<file path="config.mk">
export PLATFORM = sky130hd
export DESIGN_NAME = uart_tx_fifo
export DESIGN_NICKNAME = d
export VERILOG_FILES = /design/src/rtl/uart_tx_fifo.sv
export SDC_FILE = /design/constraint.sdc
export NUM_CORES = 1
export LEC_CHECK = 0
export ABC_AREA = 1
export ABC_CLOCK_PERIOD_IN_PS = 2500
export CAP_MARGIN = 20
export CORE_ASPECT_RATIO = 0.6
export CORE_UTILIZATION = 40
export CTS_BUF_LIST = sky130_fd_sc_hd__clkbuf_8
export CTS_CLUSTER_DIAMETER = 50
export DETAILED_ROUTE_END_ITERATION = 8
export SYNTH_ARGS = -nofsm -noshare
export SYNTH_HDL_FRONTEND = slang
export SYNTH_SLANG_ARGS = --single-unit
</file>
<file path="constraint.sdc">
create_clock -name clk48 -period 2.5 [get_ports clk48]
set_clock_uncertainty 0.15 [all_clocks]
set_input_delay 0.25 -clock clk48 [delete_from_list [all_inputs] [get_ports clk48]]
set_output_delay 0.25 -clock clk48 [all_outputs]
set_load 0.01 [all_outputs]
</file>
<file path="src/rtl/uart_tx_fifo.sv">
// rtl/uart_tx_fifo.sv - byte FIFO that feeds a uart_tx one launch per completed byte
// Writes while full are dropped and latched in a sticky overflow flag.
module uart_tx_fifo #(
  parameter int DEPTH = 64,
  parameter int AW    = 6
) (
  input  logic          clk48,
  input  logic          rst,
  input  logic [7:0]    din,
  input  logic          din_v,
  output logic          full,
  output logic          empty,
  output logic [AW:0]   count,
  output logic          overflow,
  output logic          tx_dv,
  output logic [7:0]    tx_byte,
  input  logic          tx_busy,
  input  logic          tx_done
);

  typedef enum logic {IDLE, WAIT} state_t;

  localparam logic [AW:0]   FULL_CNT = (AW+1)'(DEPTH);
  localparam logic [AW:0]   CNT_ONE  = (AW+1)'(1);
  localparam logic [AW-1:0] PTR_ONE  = AW'(1);

  logic [7:0]    mem [DEPTH];
  logic [AW-1:0] wr_ptr;
  logic [AW-1:0] rd_ptr;
  logic [AW:0]   cnt_q;
  state_t        state;
  logic          push;
  logic          pop;

  assign count = cnt_q;
  assign full  = (cnt_q == FULL_CNT);
  assign empty = (cnt_q == '0);

  // Both decisions use the registered count, so a pop never frees room for a same-cycle push.
  assign push = din_v & ~full;
  assign pop  = (state == IDLE) & ~empty & ~tx_busy;

  always_ff @(posedge clk48) begin
    if (push) begin
      mem[wr_ptr] <= din;
    end
  end

  always_ff @(posedge clk48) begin
    if (rst) begin
      wr_ptr   <= '0;
      rd_ptr   <= '0;
      cnt_q    <= '0;
      overflow <= 1'b0;
      tx_dv    <= 1'b0;
      tx_byte  <= 8'h00;
      state    <= IDLE;
    end else begin
      tx_dv <= 1'b0;

      if (push) begin
        wr_ptr <= wr_ptr + PTR_ONE;
      end
      if (din_v && full) begin
        overflow <= 1'b1;
      end

      case ({push, pop})
        2'b10:   cnt_q <= cnt_q + CNT_ONE;
        2'b01:   cnt_q <= cnt_q - CNT_ONE;
        default: cnt_q <= cnt_q;
      endcase

      case (state)
        IDLE: begin
          if (pop) begin
            tx_dv   <= 1'b1;
            tx_byte <= mem[rd_ptr];
            rd_ptr  <= rd_ptr + PTR_ONE;
            state   <= WAIT;
          end
        end
        WAIT: begin
          if (tx_done) begin
            state <= IDLE;
          end
        end
        default: state <= IDLE;
      endcase
    end
  end

endmodule

</file>
### Yosys cells after proc, flatten, opt, wreduce, memory -nomap -nowiden

Memory sizes are Yosys's and may differ from the RTL's. A register that Yosys moved wholly into a read port is not among the register bits.
Index checks and enable logic that the tools add are counted.

| storage, ports and cells | value |
|---|---|
| bits in writable memories | 512 |
| input port bits | 13 |
| bits in registers | 22 |
| word-level logic and storage cells | 32 |
| memories kept | 1 |
| output and inout bits | 19 |

Memories:

| name | words | width | read ports | clocked after memory_dff | write ports | RTL line | source |
|---|---|---|---|---|---|---|---|
| mem | 64 | 8 | 1 | 1 | 1 | 27 | `logic [7:0] mem [DEPTH];` |

| cells by class | value |
|---|---|
| add/subtract/negate cells | 4 |
| reductions and logical operators | 5 |
| eq/ne operators | 3 |
| bitwise gates (word level) | 7 |
| mux-type cells | 6 |

Operators with widths:

| operator | count |
|---|---|
| $pmux 7 s2 | 1 |
| $add 6x1->6 const B | 2 |
| $add 7x1->7 const B | 1 |
| $eq 7x7->1 const B | 1 |
| $logic_not 7->1 | 1 |
| $sub 7x1->7 const B | 1 |
| $mux 1 | 4 |
| $not 1->1 | 4 |
| $and 1x1->1 | 3 |
| $eq 2x1->1 const B | 1 |
| $eq 2x2->1 const B | 1 |
| $pmux 1 s2 | 1 |
| $reduce_and 2->1 | 1 |
| $reduce_bool 2->1 | 1 |
| $reduce_or 2->1 | 1 |
| $logic_and 1x1->1 | 1 |

### Longest topological paths before layout

Gate-level depths: netlist (run 1).

| depth | value |
|---|---|
| word-level depth | 6 |
| mapped depth | 16 |
| depth with buffers taken out | 16 |

### Worst setup path after synthesis (run 1)

No wires, ideal clock.

| path | value |
|---|---|
| kind | reg2reg |
| start | register cnt_q[0] (netlist: count[0]) |
| end | register cnt_q[5] (netlist: count[5]) |
| data required time | 2.235 ns |
| setup slack | -0.308 ns |
| path buffers | 1 |
| period minus slack after synthesis | 2.808 ns |
| cell stages (with the launch flop) | 17 |
| arrival | 2.543 ns |
| setup time | 0.115 ns |
| path through | dfxtp_1 -> inv_1 -> nand4_1 -> nor3_1 -> nor3_1 -> buf_2 -> ha_1 -> ha_1 -> a21oi_1 -> nand2_1 -> nand2_1 -> nand2_1 -> nand2_1 -> nand2_1 -> xor2_1 -> o21ai_0 -> inv_1 |

| between the ends | value |
|---|---|
| longest elaborated chain between the ends | 6 |
| elaborated cells on any way between the ends | 13 |
| classes of those cells | add/sub (2); eq/ne (3); mux (1); bitwise (5); reduce/logical (2) |

RTL lines:

| item | RTL line | source |
|---|---|---|
| start, declared | 30 | `logic [AW:0] cnt_q;` |
| start signal, assigned | 69 | `2'b10: cnt_q <= cnt_q + CNT_ONE;` |
| start signal, assigned | 70 | `2'b01: cnt_q <= cnt_q - CNT_ONE;` |
| start signal, assigned | 71 | `default: cnt_q <= cnt_q;` |
| $logic_not 7->1 * | 37 | `assign empty = (cnt_q == '0);` |
| net empty | 12 | `output logic empty,` |
| $not 1->1 * | 41 | `assign pop = (state == IDLE) & ~empty & ~tx_busy;` |
| $and 1x1->1 * (2 in series) | 41 |  |
| net pop | 33 | `logic pop;` |
| $eq 2x1->1 or $eq 2x2->1 (tied branches) | 68 | `case ({push, pop})` |
| $pmux 7 s2 or $reduce_bool 2->1 (tied branches) | n/a |  |

Mark *: on every way through the listed nets, which the timed path passes. The rest lies on a longest branch.
A chain may end at the register's enable or synchronous reset.

### Worst setup path in the final report (run 1)

| path | value |
|---|---|
| start | register cnt_q[1] (netlist: count[1]) |
| end | register cnt_q[6] (netlist: count[6]) |

| between the ends | value |
|---|---|
| longest elaborated chain between the ends | 6 |
| elaborated cells on any way between the ends | 13 |
| classes of those cells | add/sub (2); eq/ne (3); mux (1); bitwise (5); reduce/logical (2) |

RTL lines:

| item | RTL line |
|---|---|
| $logic_not 7->1 | 37 |
| $not 1->1 | 41 |
| $and 1x1->1 (2 in series) | 41 |
| $eq 2x1->1 or $eq 2x2->1 (tied branches) | 68 |
| $pmux 7 s2 or $reduce_bool 2->1 (tied branches) | n/a |

Several ways; a longest one is shown, not always the timed one.

==> summary.txt, run 1 <==
Die
  – Die width: 311 um
  – Initial Util: 0.407
  – # IOs: 32
  – Row count: 67
  – Chip height: 187 um
  – Core Region: 56100 um^2
  – Full die area: 58100 um^2

Synth
  – Syn nets: 2189
  – Syn Area/Cell: 10.5 um^2
  – Share of the synthesized area in the top cell type: 0.673
  – Post-synthesis sequential area ratio: 0.699
  – #FFs+latches synth: 542
  – Cells after Synth: 2167
  – Mapped cell area: 22800 um^2
  – Ys Warns: 0
  – Main flop type after synthesis: edfxtp_1
  – Top cells by count, synth: nand2_1 (663), edfxtp_1 (512), nand3_1 (284), nor2_1 (252), inv_1 (166)
  – Most common cell in the netlist: nand2_1
  – Area leader, netlist: edfxtp_1
  – Post-synth EDFFs: 512
  – Top post-synthesis cells by area: edfxtp_1 (67%), nand2_1 (11%), nand3_1 (6.2%)
  – Post-synthesis async set-or-reset flop share: 0
  – Yosys cell types: 27

Power
  – Peak supply drop: 0.560 mV
  – Power Density: 879 nW/um^2
  – Static Leak: 10.4 nW
  – Pwr Total: 23.3 mW

Placed design
  – HPWL Detailed: 38.2 mm
  – Routability cong.: 0.911
  – IO Port Bufs: 31
  – Dpl cells: 2990

Timing
  – Fin worst setup slack: -0.0923 ns
  – Peak Freq: 0.386 GHz
  – Unrepaired setup endpoints after global routing: yes
  – Max Slew Vio Count: 0
  – Slew margin rel.: 0.525
  – Fin Hold WS: 0.124 ns
  – Fin. Hold Viols: 0
  – Actual slew at the worst max-slew pin: 0.712 ns
  – Setup TNS: -0.166 ns
  – Final setup viols: 3
  – Final period utilization: 1.04
  – Final min period: 2.59 ns

Final layout
  – Antenna diodes: 0
  – Nets: 2348
  – Share of layout cells above drive strength 1: 0.124
  – Fin cells: 3140
  – Area Overhead vs Synth: 16.3%

Global route
  – Vias in the first global route: 15444
  – Remaining global-route overflow: 0
  – All-Layer GR Usage: 0.214
  – Largest net degree at the start of global routing: 97
  – First-pass GRT wire length: 93.9 mm
  – Initial antenna violation count: 0

Setup path
  – Setup slack, reg-to-reg: -0.09 ns
  – Reg-to-reg critical path endpoint: count[6]
  – Worst R2R Path Depth: 15
  – CP endpoint kind: register
  – R2r startpoint: count[1]
  – Critical path peak fanout: 7
  – CP arrival: 2.98 ns
  – Crit start category: register
  – Critical path data required time: 2.88 ns
  – WS Path Type: register to register

Min path
  – Hold Crit Depth: 3
  – Min-Delay Path Class: input pin to register
  – Worst Hold End: overflow
  – Hold path startpoint: din_v

Drt
  – DR vias: 16238
  – Final wirelength: 61.9 mm
  – Via/cell ratio: 5.17
  – WL/cell: 19.7 um
  – Drt pass-1 iters: 6
  – Routed Antenna Nets: 0
  – Starting DRT DRC Count: 2046
  – Drc violations: 0

CTS
  – Clk pin slew, worst setup/hold paths: 0.07 ns
  – Clock Path Buffers: 3
  – Clk Latency, worst-skew pair: 0.67 ns
  – # H-tree levels: 3
  – Num CTS Buffers: 77
  – Clk root buf: clkbuf_8
  – Clock sinks: 542
  – CTS tree: done

Run
  – Max Cap Viol: 0

Status
  – Failing checks: negative setup slack
  – Status: finished with violations
how the worst max path moves through the flow:
stage,from,end,slack [ns],cells past startpoint
after detailed placement,count[0],count[6],-0.10,16
after global placement,count[1],count[6],-0.05,16
after CTS,count[2],count[6],0.0009,16
after floorplan,count[0],count[5],-0.01,16
after global routing,count[1],count[6],-0.20,15
final,count[1],count[6],-0.09,15
final cells by class:
cell class / instances / area [um^2]
Clock buffer: 84 / 1160
Fill cell: 5133 / 29500
Inverter: 171 / 649
Tap cell: 759 / 950
Timing Repair Buffer: 191 / 1700
Clock inverter: 50 / 298
Sequential cell: 542 / 16000
Multi-Input combinational cell: 1343 / 5820
per-layer routing:
metal / global-route usage / vias to the layer above / part of all wire
met5: 0.0138 / - / 0.0018
met4: 0.0609 / 2 / 0.024
met3: 0.0602 / 120 / 0.10
met2: 0.280 / 763 / 0.39
met1: 0.338 / 7789 / 0.48
li1: - / 7564 / -
per-stage QoR:
stage / utilization / setup slack, ns / cell area, um^2
final: 0.474 / -0.0923 / 26600
after global routing: 0.474 / -0.197 / 26600
after CTS: 0.472 / 0.000917 / 26500
after detailed placement: 0.444 / -0.103 / 24900
after global placement: 0.444 / -0.0483 / 24900
after floorplan: - / -0.0126 / 22900
placed cells by master (no fill, tap or decap), types with 2 or more instances in the layout:
| master | synthesis | layout |
|---|---|---|
| nor2_2 | 0 | 2 |
| inv_6 | 0 | 3 |
| buf_12 | 0 | 17 |
| nand2_2 | 1 | 2 |
| ha_1 | 8 | 3 |
| ha_4 | 0 | 5 |
| dlygate4sd3_1 | 0 | 9 |
| nand3_1 | 284 | 283 |
| clkinvlp_4 | 0 | 3 |
| clkdlybuf4s50_1 | 0 | 21 |
| nor3_4 | 0 | 3 |
| xnor2_1 | 2 | 2 |
| nand4_1 | 7 | 7 |
| nor3_1 | 5 | 2 |
| dfxtp_4 | 0 | 2 |
| inv_2 | 3 | 8 |
| o21ai_1 | 2 | 6 |
| buf_4 | 6 | 134 |
| clkinv_2 | 0 | 8 |
| inv_1 | 166 | 180 |
| clkbuf_8 | 0 | 84 |
| dfxtp_1 | 30 | 24 |
| clkinv_1 | 2 | 15 |
| dfxtp_2 | 0 | 4 |
| a21oi_2 | 0 | 2 |
| edfxtp_1 | 512 | 512 |
| xor2_1 | 3 | 3 |
| nand2_1 | 663 | 662 |
| bufinv_16 | 0 | 3 |
| buf_2 | 69 | 8 |
| nor2_1 | 252 | 250 |
| o21ai_0 | 60 | 55 |
| a21oi_1 | 51 | 49 |
worst max-delay path, stage by stage, from the launching register on:
cell and delay, ns:
dfxtp_2 0.32, inv_2 0.05, nand4_1 0.17, buf_4 0.20, nor3_4 0.19, nor2_2 0.07, inv_2 0.07, ha_4 0.23
ha_4 0.23, buf_4 0.14, nand4_1 0.10, nand3_2 0.12, a21oi_2 0.17, o21ai_2 0.08, nor2_1 0.12, nor2_1 0.06
power by group:
part | internal, mW | leakage, nW | switching (mW) | total, mW
logic | 2.07 | 4.70 | 4.21 | 6.29
clock network | 3.41 | 0.819 | 3.41 | 6.81
registers | 10.1 | 4.85 | 0.128 | 10.2
cells by family (layout without fill, tap and decap cells):
family                   count (synthesis)  in the layout  synth area share
buffers and inverters                  282            496            0.0514
XOR/XNOR                                 5              5           0.00192
AO/OA/AOI/OAI                          115            115            0.0253
flip-flops                             542            542             0.699
AND/OR/NAND/NOR                       1214           1214             0.217
adder cells (fa/ha/maj)                  9              9           0.00526
sequential cells by signal, indices dropped and copies added, names as in the netlist:
| signal | flops |
|---|---|
| tx_dv | 1 |
| mem | 512 |
| tx_byte | 8 |
| state | 1 |
| count | 7 |
| wr_ptr | 6 |
| overflow | 1 |
| rd_ptr | 6 |
timing repair:
| action | in CTS | in global routing |
|---|---|---|
| hold buffers | 9 | 0 |
| hold endpoints to repair | 271 | 0 |
| setup endpoints to repair | 5 | 182 |
| resized for setup | 5 | 20 |
| pin swaps | 5 | 16 |
| setup buffers | 2 | 6 |
(Power assumes the default switching activity.)
==> run 2, diff against run 1 <==
--- a/config.mk
+++ b/config.mk
@@ -7,12 +7,13 @@
 export LEC_CHECK = 0
 export ABC_AREA = 1
 export ABC_CLOCK_PERIOD_IN_PS = 2500
-export CAP_MARGIN = 20
+export CAP_MARGIN = 40
 export CORE_ASPECT_RATIO = 0.6
 export CORE_UTILIZATION = 40
 export CTS_BUF_LIST = sky130_fd_sc_hd__clkbuf_8
 export CTS_CLUSTER_DIAMETER = 50
 export DETAILED_ROUTE_END_ITERATION = 8
+export PLACE_DENSITY = 0.58
 export SYNTH_ARGS = -nofsm -noshare
 export SYNTH_HDL_FRONTEND = slang
 export SYNTH_SLANG_ARGS = --single-unit
==> summary.txt, run 2 (same netlist as run 1, synthesis figures left out) <==
Power
  – Peak supply drop: 0.498 mV (-11%)
  – Logic pwr share: 0.276 (+0.007)
  – NetSw: 7.85 mW (+1.4%)
  – Flop pwr share: 0.438 (about the same)
  – Power Density: 875 nW/um^2 (-0.36%)
  – Clk pwr share: 0.285 (-0.007)
  – Static Leak: 10.4 nW (+0.43%)
  – Internal power: 15.5 mW (-0.48%)
  – Sw frac: 0.336 (+0.00411)

Placed design
  – HPWL Detailed: 40.9 mm (+7.0%)
  – Routability cong.: 0.899 (-1.4%)
  – Place WS: -0.224 ns (-0.121 ns)
  – Placed cell areas: 25100 um^2 (+0.61%)
  – IO Port Bufs: 31 (unchanged)

CTS
  – Clock Path Buffers: 3 (unchanged)
  – Num CTS Buffers: 79 (+2.6%)
  – # H-tree levels: 3 (unchanged)
  – Clk root buf: clkbuf_8
  – Clk pin slew, worst setup/hold paths: 0.07 ns (about the same)
  – Clk Latency, worst-skew pair: 0.67 ns (about the same)
  – CTS tree: done
  – Clock sinks: 542 (unchanged)

Setup path
  – Cell count along the critical path: 17 (+2)
  – Cell repeated most along the worst path: inv_2
  – Crit path from: count[3]
  – Crit path max-delay family: simple AND/OR/NAND/NOR gates
  – Setup slack, reg-to-reg: 0.13 ns (+0.22 ns)
  – R2r startpoint: count[3]
  – Crit-path cells: inv_2, nand4_1, buf_6, nor3_4, nor2_2, inv_2, ha_4, inv_2, fa_2, inv_2, nand4_1, nand3_2, a21oi_2, o21ai_1, nand2_1, nand2_1, nor2_1
  – Crit start category: register
  – Critical path peak fanout: 7 (unchanged)
  – Reg-to-reg critical path endpoint: count[6]
  – CP peak stage delay: 0.37 ns (+0.05 ns)
  – WP buf/inv: 5 (+1)
  – Worst R2R Path Depth: 17 (+2)
  – Worst path slowest cell: fa_2
  – CP arrival: 2.77 ns (-0.21 ns)
  – CP endpoint kind: register
  – Critical path data required time: 2.90 ns (+0.02 ns)
  – WS Path Type: register to register

Drt
  – Final wirelength: 64.2 mm (+3.7%)
  – Routed Antenna Nets: 0 (unchanged)
  – Drt pass-1 iters: 5 (-1)
  – Starting DRT DRC Count: 1918 (-6.3%)
  – WL/cell: 20.3 um (+3.2%)
  – Drc violations: 0 (unchanged)
  – Via/cell ratio: 5.15 (-0.51%)
  – DR vias: 16238 (unchanged)

Global route
  – All-Layer GR Usage: 0.220 (+0.00626)
  – Remaining global-route overflow: 0 (unchanged)
  – First-pass GRT wire length: 95.2 mm (+1.4%)
  – Vias in the first global route: 15190 (-1.6%)
  – Initial antenna violation count: 3 (+3)
  – Largest net degree at the start of global routing: 74 (-24%)

Die
  – Row count: 67 (unchanged)
  – Full die area: 58100 um^2 (unchanged)
  – Chip height: 187 um (unchanged)
  – Initial Util: 0.407 (unchanged)
  – Core Region: 56100 um^2 (unchanged)
  – Die width: 311 um (unchanged)
  – # IOs: 32 (unchanged)

Min path
  – Worst Hold End: mem[21][0]
  – Min-Delay Path Class: input pin to register
  – Hold path startpoint: din[0]
  – Hold Crit Depth: 1 (-2)

Timing
  – Fin. Hold Viols: 0 (unchanged)
  – Final period utilization: 0.950 (-0.0873)
  – Fin worst setup slack: 0.126 ns (+0.218 ns)
  – Unrepaired setup endpoints after global routing: yes
  – Peak Freq: 0.421 GHz (+9.2%)
  – Slew margin rel.: 0.498 (-0.0272)
  – Final setup viols: 0 (-3)
  – Max Slew Vio Count: 0 (unchanged)
  – Final min period: 2.37 ns (-0.218 ns)
  – Fin Hold WS: 0.0658 ns (-0.0578 ns)
  – Actual slew at the worst max-slew pin: 0.753 ns (+0.0408 ns)

Final layout
  – Fin area: 26700 um^2 (+0.49%)
  – Top reg by flops: mem
  – Commonest non-fill, non-tap cell in the layout: nand2_1
  – Nets: 2357 (+0.38%)
  – Most frequent cells in the layout: nand2_1 (662), edfxtp_1 (512), nand3_1 (282), nor2_1 (250), inv_1 (180)
  – Util after Layout: 0.476 (+0.00234)
  – Antenna diodes: 0 (unchanged)
  – Largest register FFs: 512 (unchanged)
  – Area Overhead vs Synth: 16.8%
  – Share of layout cells above drive strength 1: 0.126 (+0.00209)

Run
  – Max Cap Viol: 0 (unchanged)

Status
  – Status: complete, no violations
[run 2: power by group through the flow]
| stage | Clock [mW] | Sequential, mW | Combinational [mW] |
|---|---|---|---|
| after global routing | 7.18 | 10.3 | 7.07 |
| after floorplan | 0 | 10.4 | 3.72 |
| after detailed placement | 0 | 10.4 | 6.18 |
| after CTS | 6.80 | 10.2 | 6.25 |
| final | 6.67 | 10.2 | 6.45 |
| after global placement | 0 | 10.4 | 6.16 |
[run 2: layout make-up]
type,count,area [um^2]
Timing Repair Buffer,198,1850
Tap cell,759,950
Sequential cell,542,16000
Clock inverter,64,338
Inverter,171,649
Multi-Input combinational cell,1343,5820
Fill cell,5108,29400
Clock buffer,79,1090
[run 2: timing repair]
action / in CTS / in global routing
gates resized for setup: 5 / 13
setup endpoints to repair: 92 / 118
hold endpoints to repair: 182 / 0
pin swaps: 4 / 10
hold buffers: 7 / 0
buffers inserted: 2 / 9
[run 2: how the worst max path moves through the flow]
stage                           end  slack (ns)
after floorplan            count[5]       -0.01
after global placement    mem[9][0]       -0.21
after detailed placement  mem[9][0]       -0.22
after CTS                  count[6]       0.005
after global routing       count[6]       -0.05
final                      count[6]        0.13
[run 2: per-stage QoR]
| step | setup TNS, ns | power [mW] | cells |
|---|---|---|---|
| floorplan | -0.0162 | 14.2 | 2167 |
| global placement | -15.73 | 16.6 | 2995 |
| detailed placement | -20.69 | 16.6 | 2996 |
| CTS | 0 | 23.3 | 3148 |
| global route | -0.0538 | 24.5 | 3156 |
| finish | 0 | 23.4 | 3156 |
[run 2: per-layer routing]
| layer | routed length (um) | part of all wire | global-route usage |
|---|---|---|---|
| met3 | 7450 | 0.12 | 0.0726 |
| met5 | 12 | 0.00019 | 0 |
| met2 | 25200 | 0.39 | 0.290 |
| met4 | 1010 | 0.016 | 0.0486 |
| met1 | 30500 | 0.48 | 0.345 |
[run 2: worst register-to-register path, cell delays in order (launching register included)]
cell and delay (ns):
dfxtp_2 0.32, inv_2 0.05, nand4_1 0.10, buf_6 0.15, nor3_4 0.13, nor2_2 0.08, inv_2 0.08, ha_4 0.21
inv_2 0.06, fa_2 0.37, inv_2 0.07, nand4_1 0.09, nand3_2 0.11, a21oi_2 0.05, o21ai_1 0.09, nand2_1 0.07
nand2_1 0.06, nor2_1 0.04
